## config.mk

```make
export PLATFORM = sky130hd
export DESIGN_NAME = code_lock_fsm_n
export DESIGN_NICKNAME = d
export VERILOG_FILES = /design/src/rtl/code_lock_pkg.sv /design/src/rtl/lock_timer.sv /design/src/rtl/code_lock_fsm_n.sv
export SDC_FILE = /design/constraint.sdc
export NUM_CORES = 1
export LEC_CHECK = 0
export ABC_AREA = 1
export CORE_MARGIN = 1.5
export CORE_UTILIZATION = 63
export CTS_CLUSTER_DIAMETER = 150
export DETAILED_ROUTE_END_ITERATION = 7
export PLACE_DENSITY = 0.87
export SYNTH_ARGS = -nofsm -noshare
export SYNTH_HDL_FRONTEND = slang
export SYNTH_HIERARCHICAL = 1
export SYNTH_SLANG_ARGS = --single-unit
```

## constraint.sdc

```tcl
create_clock -name i_clk -period 3.1 [get_ports i_clk]
set_input_delay 0.62 -clock i_clk [delete_from_list [all_inputs] [get_ports i_clk]]
set_output_delay 0.62 -clock i_clk [all_outputs]
set_load 0.005 [all_outputs]
```

## src/rtl/code_lock_pkg.sv

```systemverilog
// Shared state constants, digit type and digit validation for the parametrised code lock.
package code_lock_pkg;

   typedef logic [1:0] state_t;

   localparam state_t ST_ENTRY   = 2'd0;
   localparam state_t ST_OPEN    = 2'd1;
   localparam state_t ST_PROG    = 2'd2;
   localparam state_t ST_LOCKOUT = 2'd3;

   typedef logic [3:0] digit_t;

   localparam digit_t MAX_DIGIT = 4'd9;

   function automatic logic is_valid_digit(input digit_t digit);
      return digit <= MAX_DIGIT;
   endfunction

endpackage

```

## src/rtl/lock_timer.sv

```systemverilog
// Loadable down-counter: i_start loads a cycle count, o_done is high during the last counted cycle.
module lock_timer
   import code_lock_pkg::*;
#(
   parameter int p_width = 8
) (
   input  logic               i_clk,
   input  logic               i_rst,
   input  logic               i_start,
   input  logic               i_clear,
   input  logic [p_width-1:0] i_load_val,
   output logic               o_done
);

   logic [p_width-1:0] count;

   // Start beats clear; an idle counter parks at zero rather than wrapping.
   always_ff @(posedge i_clk or negedge i_rst) begin
      if (!i_rst) begin
         count <= '0;
      end else if (i_start) begin
         count <= i_load_val;
      end else if (i_clear) begin
         count <= '0;
      end else if (count != '0) begin
         count <= count - p_width'(1);
      end
   end

   assign o_done = (count == p_width'(1));

endmodule

```

## src/rtl/code_lock_fsm_n.sv

```systemverilog
// N-digit code lock with runtime reprogramming, retry lockout and optional auto-relock.
// Define CODE_LOCK_TIMEOUT_EN to clear partial entries after an inter-digit timeout.
module code_lock_fsm_n
   import code_lock_pkg::*;
#(
   parameter int          p_digits       = 4,
   parameter logic [31:0] p_default_code = 32'h0000_1234,
   parameter int          p_max_tries    = 3,
   parameter int          p_lockout_cyc  = 50_000_000,
   parameter int          p_open_cyc     = 0,
   parameter int          p_digit_to_cyc = 250_000_000
) (
   input  logic                               i_clk,
   input  logic                               i_rst,
   input  logic [3:0]                         i_code,
   input  logic                               i_code_vld,
   input  logic                               i_close,
   input  logic                               i_prog,
   output logic                               o_open,
   output logic                               o_prog,
   output logic                               o_lockout,
   output logic                               o_fail,
   output logic [$clog2(p_max_tries+1)-1:0]   o_tries_left,
   output logic [4*p_digits-1:0]              o_entry,
   output logic [$clog2(p_digits+1)-1:0]      o_entry_cnt
);

   localparam int c_tw     = $clog2(p_max_tries + 1);
   localparam int c_cw     = $clog2(p_digits + 1);
   localparam int c_ew     = 4 * p_digits;
   localparam int c_lock_w = $clog2(p_lockout_cyc + 1);
   localparam int c_open_w = (p_open_cyc > 0) ? $clog2(p_open_cyc + 1) : 1;

   localparam logic [c_tw-1:0] c_tries_max = c_tw'(p_max_tries);
   localparam logic [c_tw-1:0] c_one_try   = c_tw'(1);
   localparam logic [c_cw-1:0] c_last_cnt  = c_cw'(p_digits - 1);

   state_t            state;
   logic [c_ew-1:0]   code_reg;
   logic [c_ew-1:0]   entry;
   logic [c_cw-1:0]   entry_cnt;
   logic [c_tw-1:0]   tries;
   logic              fail;

   logic [c_ew-1:0]   digit_ext;
   logic [c_ew-1:0]   shifted;
   logic              collecting;
   logic              accept;
   logic              complete;
   logic              code_match;
   logic              lock_start;
   logic              open_start;
   logic              open_clear;
   logic              lock_done;
   logic              open_done;
   logic              timeout_hit;

   // A close always wins over a digit arriving in the same cycle.
   always_comb begin
      digit_ext      = '0;
      digit_ext[3:0] = i_code;
      shifted        = (entry << 4) | digit_ext;
      collecting     = (state == ST_ENTRY) || (state == ST_PROG);
      accept         = collecting && !i_close && i_code_vld && is_valid_digit(i_code);
      complete       = accept && (entry_cnt == c_last_cnt);
      code_match     = (shifted == code_reg);
      lock_start     = complete && (state == ST_ENTRY) && !code_match && (tries <= c_one_try);
      open_start     = complete && ((state == ST_PROG) || code_match);
      open_clear     = (state == ST_OPEN) && (i_close || i_prog);
   end

   lock_timer #(.p_width(c_lock_w)) u_lock_timer (
      .i_clk      (i_clk),
      .i_rst      (i_rst),
      .i_start    (lock_start),
      .i_clear    (1'b0),
      .i_load_val (c_lock_w'(p_lockout_cyc)),
      .o_done     (lock_done)
   );

   // With p_open_cyc = 0 the timer is loaded with zero and never fires.
   lock_timer #(.p_width(c_open_w)) u_open_timer (
      .i_clk      (i_clk),
      .i_rst      (i_rst),
      .i_start    (open_start),
      .i_clear    (open_clear),
      .i_load_val (c_open_w'(p_open_cyc)),
      .o_done     (open_done)
   );

`ifdef CODE_LOCK_TIMEOUT_EN
   localparam int c_dto_w = $clog2(p_digit_to_cyc + 1);

   logic dto_start;
   logic dto_clear;
   logic dto_done;

   assign dto_start = accept && !complete;
   assign dto_clear = complete || (collecting && i_close);

   lock_timer #(.p_width(c_dto_w)) u_digit_timer (
      .i_clk      (i_clk),
      .i_rst      (i_rst),
      .i_start    (dto_start),
      .i_clear    (dto_clear),
      .i_load_val (c_dto_w'(p_digit_to_cyc)),
      .o_done     (dto_done)
   );

   assign timeout_hit = dto_done && collecting && (entry_cnt != '0);
`else
   // No inter-digit timeout here; the parameter only keeps the interface uniform.
   assign timeout_hit = (p_digit_to_cyc < 0);
`endif

   // Main lock FSM; a complete entry is judged on the edge that samples its last digit.
   always_ff @(posedge i_clk or negedge i_rst) begin
      if (!i_rst) begin
         state     <= ST_ENTRY;
         code_reg  <= p_default_code[c_ew-1:0];
         entry     <= '0;
         entry_cnt <= '0;
         tries     <= c_tries_max;
         fail      <= 1'b0;
      end else begin
         fail <= 1'b0;
         case (state)
            ST_ENTRY, ST_PROG: begin
               if (i_close) begin
                  entry     <= '0;
                  entry_cnt <= '0;
                  state     <= ST_ENTRY;
               end else if (complete) begin
                  entry     <= '0;
                  entry_cnt <= '0;
                  if (state == ST_PROG) begin
                     code_reg <= shifted;
                     state    <= ST_OPEN;
                  end else if (code_match) begin
                     state <= ST_OPEN;
                     tries <= c_tries_max;
                  end else begin
                     fail <= 1'b1;
                     if (lock_start) begin
                        tries <= '0;
                        state <= ST_LOCKOUT;
                     end else begin
                        tries <= tries - c_one_try;
                     end
                  end
               end else if (accept) begin
                  entry     <= shifted;
                  entry_cnt <= entry_cnt + c_cw'(1);
               end else if (timeout_hit) begin
                  entry     <= '0;
                  entry_cnt <= '0;
               end
            end
            ST_OPEN: begin
               if (i_close) begin
                  state <= ST_ENTRY;
               end else if (i_prog) begin
                  state <= ST_PROG;
               end else if (open_done) begin
                  state <= ST_ENTRY;
               end
            end
            ST_LOCKOUT: begin
               if (lock_done) begin
                  state <= ST_ENTRY;
                  tries <= c_tries_max;
               end
            end
            default: begin
               state <= ST_ENTRY;
            end
         endcase
      end
   end

   assign o_open       = (state == ST_OPEN) || (state == ST_PROG);
   assign o_prog       = (state == ST_PROG);
   assign o_lockout    = (state == ST_LOCKOUT);
   assign o_fail       = fail;
   assign o_tries_left = tries;
   assign o_entry      = entry;
   assign o_entry_cnt  = entry_cnt;

endmodule

```

==> impl_results.md, run 1 <==
- DP Area: 4510 µm²
- Required @ worst endpoint: approximately 3400 ps
- Initial core utilization: 66.5%
- Worst Reg-to-Reg Cells: 12
- Setup tns final: 0 ps
- Drt via density: about 5.4
- Post-layout util: 78.2%
- RSZ-0062 raised after global routing: false
- Post-CTS resize count: 0
- CTS Hold Bufs: 0
- Die Y-Extent: 82.8 µm
- Worst Skew: between 10 and 15 ps
- Synth Cell Area: about 4000 µm²
- Placer's final routability congestion estimate: roughly 0.89
- CTS sink cnt: 67
- CTS buffer count: 9
- Critical Path Start Type: input port
- Pin count of the biggest net entering global routing: 35
- Final Hold Vio Count: 0
- Layout fillers: 447
- Synth warn: 6
- Vias in the first global route: 3708
- Core area: between 6000 and 7000 µm²
- Fmax: a little under 400 MHz
- Clock slew seen by the registers of the worst setup and hold paths: 80 ps
- Worst Setup End Kind: flip-flop
- FF-to-FF End: u_lock_timer/count[24]$_DFFE_PN0P_
- Max Cap Viol: 0
- Port Buffers: 33
- DRC Markers: 0
- Final nets: 628
- R2r setup slk: 790 ps
- Total chip power: 4.80 mW
- Drt total wl: 9.38 mm
- Clk_lat worst skew: 360 ps
- I/O pin count: 34
- Max FFs per register: 26
- Fraction of layout cells with a size suffix above 1: 14.4%
- Syn_area_per_cell: 7.33 µm²
- Worst vdd ir: 0.597 mV
- Die width: 82.8 µm
- TritonRoute pass-1 iters: 6
- Overall Global Routing Usage: 30.7%
- Setup Buffers After CTS: 0
- Final period util: 83.4%
- Congestion Overflow GR: 0
- Post-route ant nets: 0
- Initial antenna violation count: 0
- CTS tree: yes
- Outcome: completed
- Critical path class: in -> reg
- Hold WC Path Type: in -> async
- Vias: 3726
- WP data arrival: between 2000 and 3000 ps
- Pwr/cell area: 1020 nW/µm²
- Worst Tran Pin Value: 764 ps
- H-tree levels: 3
- DR WL/cell: 13.6 µm
- Area growth syn-to-layout: 17.5%
- Post-route cell area: 4710 µm²
- Critical Path Fanout Max: 14
- FP Rows: 28
- First-pass GRT wire length: 15.9 mm
- Fin. max-slew vios: 0
- Leakage: 2.30 nW
- Antenna diodes: 0
- DP HPWL: between 6 and 7 mm
- Final setup violation count: 0
- Clock Tree Buf Depth: 2
- Worst reg2reg path startpoint: code_reg[12]$_DFFE_PN1P_
- Root Buffer: clkbuf_8
- Initial DRC count: 259
- Final Critical Period: 2590 ps
- Rel. slew slack: between 40% and 50%
- Die area: 6850 µm²
- Mapped Cells: approximately 550
==> cell usage in the layout, fill, tap and decap left out, types with 2 or more instances in the layout <==
| cell | n |
|---|---|
| nand2_1 | 155 |
| inv_1 | 65 |
| dfrtp_1 | 60 |
| nor2_1 | 57 |
| a21oi_1 | 38 |
| clkdlybuf4s50_1 | 32 |
| nand3_1 | 30 |
| conb_1 | 28 |
| o21ai_0 | 20 |
| inv_2 | 16 |
| o21ai_1 | 16 |
| nand2_2 | 10 |
| o22ai_2 | 10 |
| clkbuf_8 | 9 |
| ha_1 | 8 |
| nor2_2 | 7 |
| dfstp_2 | 7 |
| nand4_1 | 7 |
| nor2_4 | 5 |
| buf_4 | 4 |
| nand3_2 | 3 |
| or2_2 | 3 |
| nor3_1 | 2 |
| o22ai_1 | 2 |
| clkinvlp_4 | 2 |
| clkinv_4 | 2 |
| o21bai_1 | 2 |
==> critical path: stages <==
cell and delay (ps):
clkdlybuf4s50_1 500, inv_4 140, nand2_1 80, inv_2 90, nand3_2 150, nor2_1 210
inv_1 100, a21oi_2 260, nor2_8 80, buf_4 200, nand3_2 130, inv_2 140
a21oi_1 150
==> report_power, final <==
part	switching [mW]	internal, mW	leakage, nW	total [mW]
sequential	0.277	1.16	0.887	1.44
clock	0.364	0.375	0.0958	0.739
combinational	1.61	1.01	1.32	2.62
total	2.25	2.55	2.30	4.80
==> how the worst max path moves through the flow <==
stage,start,to,slack [ps],cells after the start
2_1_floorplan,i_code[1],u_lock_timer/count[1]$_DFFE_PN0P_,900,15
4_1_cts,i_code[1],u_lock_timer/count[18]$_DFFE_PN0P_,550,13
3_3_place_gp,i_close,u_lock_timer/count[19]$_DFFE_PN0P_,300,13
3_5_place_dp,i_close,u_lock_timer/count[14]$_DFFE_PN0P_,190,13
6_report,i_close,u_lock_timer/count[14]$_DFFE_PN0P_,510,13
5_1_grt,i_close,u_lock_timer/count[1]$_DFFE_PN0P_,330,15
==> layout make-up <==
type	count	area, µm²	share of cell area [%]
timing repair buffer	38	375	7.97
clock buffer	9	124	2.63
inverter	83	314	6.67
sequential	67	1690	35.8
tap	75	93.8	1.99
clock inverter	7	76.3	1.62
multi-input combinational	412	2040	43.3
==> layer usage <==
| metal | vias to the layer above | GRT usage, % | share of wire [%] |
|---|---|---|---|
| met5 | - | 0 | 0 |
| li1 | 1835 | - | - |
| met4 | 0 | 13.3 | 2.6 |
| met3 | 20 | 5.68 | 5.5 |
| met2 | 137 | 56.0 | 52 |
| met1 | 1734 | 34.8 | 39 |
==> metrics by stage <==
stage,hold WS (ps),std cells,worst slack (ps)
detailed placement,479,675,194
CTS,362,691,548
finish,331,691,514
global placement,469,675,303
floorplan,324,573,897
global route,414,691,325
Power figures use the tool's default switching activity.
==> run 2: changes to the inputs <==
--- a/config.mk
+++ b/config.mk
@@ -7,10 +7,10 @@
 export LEC_CHECK = 0
 export ABC_AREA = 1
 export CORE_MARGIN = 1.5
-export CORE_UTILIZATION = 63
+export CORE_UTILIZATION = 53
 export CTS_CLUSTER_DIAMETER = 150
 export DETAILED_ROUTE_END_ITERATION = 7
-export PLACE_DENSITY = 0.87
+export PLACE_DENSITY = 0.78
 export SYNTH_ARGS = -nofsm -noshare
 export SYNTH_HDL_FRONTEND = slang
 export SYNTH_HIERARCHICAL = 1
==> constraint.sdc (replaced) <==
create_clock -name i_clk -period 2.1 [get_ports i_clk]
set_input_delay 0.42 -clock i_clk [delete_from_list [all_inputs] [get_ports i_clk]]
set_output_delay 0.42 -clock i_clk [all_outputs]
set_load 0.005 [all_outputs]
==> run 2 against run 1 <==
  * Clock skew increased by 7.6 ps
  * Clock power increased by 34%
  * Setup slack got worse by 440 ps
  * Sequential share of layout area decreased by 1.8 points
  * Highest routed layer unchanged
  * Design area increased by 5.4%
  * Non-clock buffer count increased by 23
  * Routed wire length decreased by 4.0%
==> impl_results.md, run 2 (synthesized netlist as in run 1, its figures left out) <==
- Worst path max stage delay: 500 ps
- Seq pwr share: 29.7%
- CTS buffer count: 9
- Placer's final routability congestion estimate: a little over 0.9
- Clk_lat worst skew: 360 ps
- Port Buffers: 33
- H-tree levels: 3
- Initial core utilization: a little over half
- Fraction of layout cells with a size suffix above 1: 19.4%
- Setup tns final: 0 ps
- Root Buffer: clkbuf_8
- Leakage: 2.42 nW
- Final Hold Vio Count: 0
- Pin count of the biggest net entering global routing: 48
- Outcome: completed
- Worst Setup End Kind: flip-flop
- Max Cap Viol: 0
- Max FFs per register: 26
- Int Power: 3.79 mW
- Final setup violation count: 0
- Total net switching power: 3.40 mW
- WP data arrival: between 2000 and 2500 ps
- Sw Share: a little under half
- Slowest CP cell: clkdlybuf4s50_1
- Most common cell after layout, fill and taps aside: nand2_1
- Die Y-Extent: 90.0 µm
- Clock slew seen by the registers of the worst setup and hold paths: approximately 90 ps
- Leading cell types in the layout, fill and taps excluded: nand2_1, inv_1, dfrtp_1
- Area growth syn-to-layout: 23.8%
- Die width: 90.0 µm
- CTS sink cnt: 67
- Comb pwr share: 56.6%
- Final nets: roughly 650
- Final Critical Period: 2030 ps
- DP HPWL: 6.57 mm
- Fin. max-slew vios: 0
- TritonRoute pass-1 iters: 4
- I/O pin count: 34
- Critical Path Fanout Max: 4
- CTS tree: yes
- Worst Tran Pin Value: 508 ps
- Pwr/cell area: 1450 nW/µm²
- FP Rows: 31
- Overall Global Routing Usage: 23.5%
- Hold WC Path Type: in -> async
- DR WL/cell: about 12 µm
- Crit path buffers/inverters: 4
- Critical Path Start Type: input port
- Clk pwr share: between 10% and 20%
- Rel. slew slack: between 60% and 70%
- Drt via density: around 5
- Post-route ant nets: 0
- Initial DRC count: 243
- Drt total wl: 9.00 mm
- Initial antenna violation count: 0
- Vias in the first global route: 3562
- Required @ worst endpoint: 2350 ps
- Core area: 7290 µm²
- Post-layout util: 68.1%
- Worst Skew: 18.1 ps
- Congestion Overflow GR: 0
- Top Family by Delay on Critical Path: simple AND/OR/NAND/NOR gates
- RSZ-0062 raised after global routing: true
- Fmax: ~500 MHz
- Most used cell, CP: nand2_1
- DRC Markers: 0
- Antenna diodes: 0
- Crit path cell chain: clkdlybuf4s50_1, inv_2, nand2_1, nand2_1, nor2_1, nand2_1, nor2_4, a21oi_4, nor2_8, nand4_1, nor3_2, buf_4, nand2_2, nand2_1, inv_1
- Worst vdd ir: about 0.69 mV
- First-pass GRT wire length: 15.5 mm
- Die area: 8090 µm²
- Final period util: 96.7%
- Vias: 3688
- Clock Tree Buf Depth: 2
- Critical path class: in -> reg
==> run 2: cell types whose count changed in the layout (fill, tap and decap cells not counted), moves of 2 or more <==
cell,delta
ha_1,-2
nor2_1,-4
nor2_4,+2
inv_1,-3
nor2_2,+2
inv_2,+2
a21oi_1,-2
buf_4,+22
==> run 2: power groups by stage <==
| stage | logic (mW) | registers [mW] | clock network, mW |
|---|---|---|---|
| after detailed placement | 3.91 | 2.15 | 0 |
| after CTS | 3.94 | 2.13 | 1.01 |
| after global placement | 3.83 | 2.13 | 0 |
| after floorplan | 2.34 | 1.97 | 0 |
| final | 4.07 | 2.13 | 0.992 |
| after global routing | 4.61 | 2.18 | 1.06 |
==> run 2: worst reg2reg max path, cell delays in order (launching register included) <==
cell	delay [ps]
dfstp_2	550
inv_1	50
nand2_1	50
nand2_1	50
nor2_1	120
nand2_1	100
nor2_4	130
a21oi_4	90
nor2_8	130
nand4_1	130
nor3_2	250
buf_4	150
nand2_2	40
nand2_1	50
inv_1	40
==> run 2: metal layers <==
| layer | routed length, µm | GRT usage, % | part of all wire [%] |
|---|---|---|---|
| met1 | 4060 | 29.1 | 45 |
| met2 | 4470 | 41.0 | 50 |
| met3 | 351 | 5.50 | 3.9 |
| met4 | 132 | 6.61 | 1.5 |
| met5 | 0 | 0 | 0 |
==> run 2: cell type report <==
class / instances / area (µm²)
Tap cell: 99 / 124
Clock inverter: 6 / 48.8
Multi-Input combinational cell: 412 / 2100
Fill cell: 651 / 2330
Inverter: 83 / 317
Timing Repair Buffer: 61 / 563
Clock buffer: 10 / 128
Sequential cell: 67 / 1690
==> run 2: metrics by stage <==
stage / total power, mW / cells / setup slack, ps / hold WS [ps] / area (µm²)
after floorplan: 4.32 / 573 / 1.73 / 124 / 4110
after global placement: 5.96 / 721 / -291 / 413 / 4720
after detailed placement: 6.06 / 721 / -316 / 422 / 4720
after CTS: 7.08 / 737 / -18.1 / 34.3 / 4900
after global routing: 7.85 / 738 / -73.2 / 57.7 / 4960
final: 7.19 / 738 / 69.8 / 22.3 / 4960
==> run 2: worst paths after layout <==
kind / endpoint / cells after the start / slack, ps / start
hold / removal: o_entry[8]$_DFFE_PN0P_ / 1 / 20 / i_rst
setup / recovery: u_lock_timer/count[1]$_DFFE_PN0P_ / 15 / 70 / i_code[2]
min in group i_clk: code_reg[4]$_DFFE_PN1P_ / 2 / 490 / code_reg[4]$_DFFE_PN1P_
max in group asynchronous: o_tries_left[1]$_DFFE_PN1P_ / 2 / 1390 / i_rst
setup reg to reg: u_lock_timer/count[1]$_DFFE_PN0P_ / 14 / 90 / code_reg[5]$_DFFE_PN1P_
hold reg to reg: code_reg[4]$_DFFE_PN1P_ / 2 / 490 / code_reg[4]$_DFFE_PN1P_
==> run 2: timing repair <==
| action | 4_1_cts | 5_1_grt |
|---|---|---|
| setup buffers | 0 | 1 |
| hold endpoints to repair | 0 | 0 |
| hold buffers | 0 | 0 |
| pin swaps | 0 | 5 |
| gates cloned | 0 | 0 |
| resized for setup | 2 | 18 |
| endpoints found under the setup margin | 4 | 30 |
==> run 3: changes to the inputs <==
--- a/config.mk
+++ b/config.mk
@@ -10,7 +10,7 @@
 export CORE_UTILIZATION = 53
 export CTS_CLUSTER_DIAMETER = 150
 export DETAILED_ROUTE_END_ITERATION = 7
-export PLACE_DENSITY = 0.78
+export PLACE_DENSITY = 0.85
 export SYNTH_ARGS = -nofsm -noshare
 export SYNTH_HDL_FRONTEND = slang
 export SYNTH_HIERARCHICAL = 1
==> run 3 against run 2 <==
  * Global-route usage grew 1.4 points
  * Sequential share of layout area shrank 0.34 points
  * Cell count shrank 0.27%
  * Maximum frequency shrank 2.9%
  * Design area grew 1.0%
  * Hold slack gained 32 ps
  * Total power grew 3.6%
  * Sequential power is essentially flat
  * Register-to-register slack lost 50 ps
  * First-iteration DRC count grew 12%
  * Clock power grew 15%
  * Die area is the same
  * Critical endpoint is now o_open
  * Largest cell class unchanged
==> impl_results.md, run 3 (synthesized netlist as in run 1, its figures left out) <==
- Max Cap Viol: 0
- Hold WC Path Type: in -> async
- Die area: ~8100 µm²
- Leakage: around 2.5 nW
- RSZ-0062 raised after global routing: true
- Root Buffer: clkbuf_8
- Fmax: approximately 480 MHz
- Post-route ant nets: 0
- DP Area: around 4700 µm²
- CTS tree: yes
- Congestion Overflow GR: 0
- Drt via density: 5.12
- First-pass GRT wire length: 16.3 mm
- Clock Tree Buf Depth: 2
- Clk_lat worst skew: 360 ps
- CTS Hold Bufs: 0
- Final Hold Vio Count: 0
- R2r setup slk: about 40 ps
- Pwr/cell area: 1490 nW/µm²
- Die Y-Extent: around 90 µm
- FP Rows: 31
- CTS sink cnt: 67
- Fraction of layout cells with a size suffix above 1: roughly a fifth
- DRC Markers: 0
- Final Critical Period: 2090 ps
- Initial antenna violation count: 0
- Critical path capture point: o_open
- Required @ worst endpoint: 1680 ps
- Vias: roughly 3800
- WP data arrival: 1670 ps
- H-tree levels: 3
- Worst Skew: 12.1 ps
- TritonRoute pass-1 iters: 4
- Vias in the first global route: roughly 3800
- Final setup violation count: 0
- DR WL/cell: about 13 µm
- Fin. max-slew vios: 0
- Worst Reg-to-Reg Cells: 14
- Overall Global Routing Usage: 24.9%
- Critical Path Fanout Max: 5
- Leading cell types in the layout, fill and taps excluded: nand2_1, inv_1, dfrtp_1
- Post-route cell area: roughly 5000 µm²
- CTS buffer count: 9
- Critical path class: reg -> out
- Max FFs per register: 26
- Most common cell after layout, fill and taps aside: nand2_1
- Area growth syn-to-layout: 25.0%
- Pin count of the biggest net entering global routing: 68
- FF-to-FF End: u_lock_timer/count[1]$_DFFE_PN0P_
- Worst Setup End Kind: output pin
- Worst vdd ir: 0.791 mV
- Outcome: completed
- DP HPWL: around 6.7 mm
- Critical Path Start Type: flip-flop
- I/O pin count: 34
- Port Buffers: 33
- Setup tns final: 0 ps
- Final period util: between 90% and 100%
- Clock slew seen by the registers of the worst setup and hold paths: about 90 ps
- Final nets: ~650
- Initial core utilization: 55.0%
- Core area: 7290 µm²
- Antenna diodes: 0
- Placer's final routability congestion estimate: 0.943
- Initial DRC count: 272
- Critical Path Source: state[1]$_DFFE_PN0P_
- Worst reg2reg path startpoint: code_reg[4]$_DFFE_PN1P_
- Die width: 90.0 µm
- Drt total wl: 9.54 mm
[run 3: where the power goes]
group | internal, mW | leakage, nW | switching, mW | total, mW
Sequential | 1.72 | 0.887 | 0.425 | 2.15
Combinational | 1.63 | 1.47 | 2.53 | 4.16
Clock | 0.566 | 0.0984 | 0.577 | 1.14
Total | 3.92 | 2.46 | 3.53 | 7.45
[run 3: worst min-delay path by stage]
stage | from | endpoint | cells after the start
after global routing | i_rst | code_reg[14]$_DFFE_PN0P_ | 2
after CTS | i_rst | o_entry[5]$_DFFE_PN0P_ | 2
after detailed placement | i_rst | u_lock_timer/count[17]$_DFFE_PN0P_ | 2
after floorplan | i_rst | code_reg[0]$_DFFE_PN0P_ | 0
final | i_rst | code_reg[14]$_DFFE_PN0P_ | 2
after global placement | i_rst | o_entry[13]$_DFFE_PN0P_ | 2
[run 3: critical path, stage by stage (launching register included)]
cell and delay, ps:
dfrtp_1 460, inv_1 90, ha_1 280, clkdlybuf4s50_1 490
[run 3: area by class of cell]
cell class	instances	area, µm²
clock buffers	9	124
clock inverters	7	82.6
fillers	613	2280
inverters	83	318
multi-input cells	412	2130
flip-flops and latches	67	1690
well taps	99	124
repair buffers	59	553
[run 3: metrics by stage]
stage	cells	worst slack, ps	hold WS (ps)	total power [mW]	util, %
after detailed placement	716	-407	471	6.08	64.2
final	736	9.77	54.1	7.45	68.7
after floorplan	573	1.73	124	4.32	-
after CTS	735	0.371	82.1	7.36	67.9
after global placement	716	-292	468	5.91	64.2
after global routing	736	-84.2	112	8.06	68.7
[run 3: timing repair]
item | CTS | global route
setup buffers | 2 | 1
endpoints found under the setup margin | 16 | 31
pin swaps | 5 | 18
resized for setup | 12 | 23
gates cloned | 1 | 0
[run 3: routing by layer]
metal / part of all wire (%) / track usage, %
met5: 0 / 0
met4: 2.0 / 13.0
met3: 4.0 / 4.15
met2: 52 / 44.7
met1: 42 / 28.3
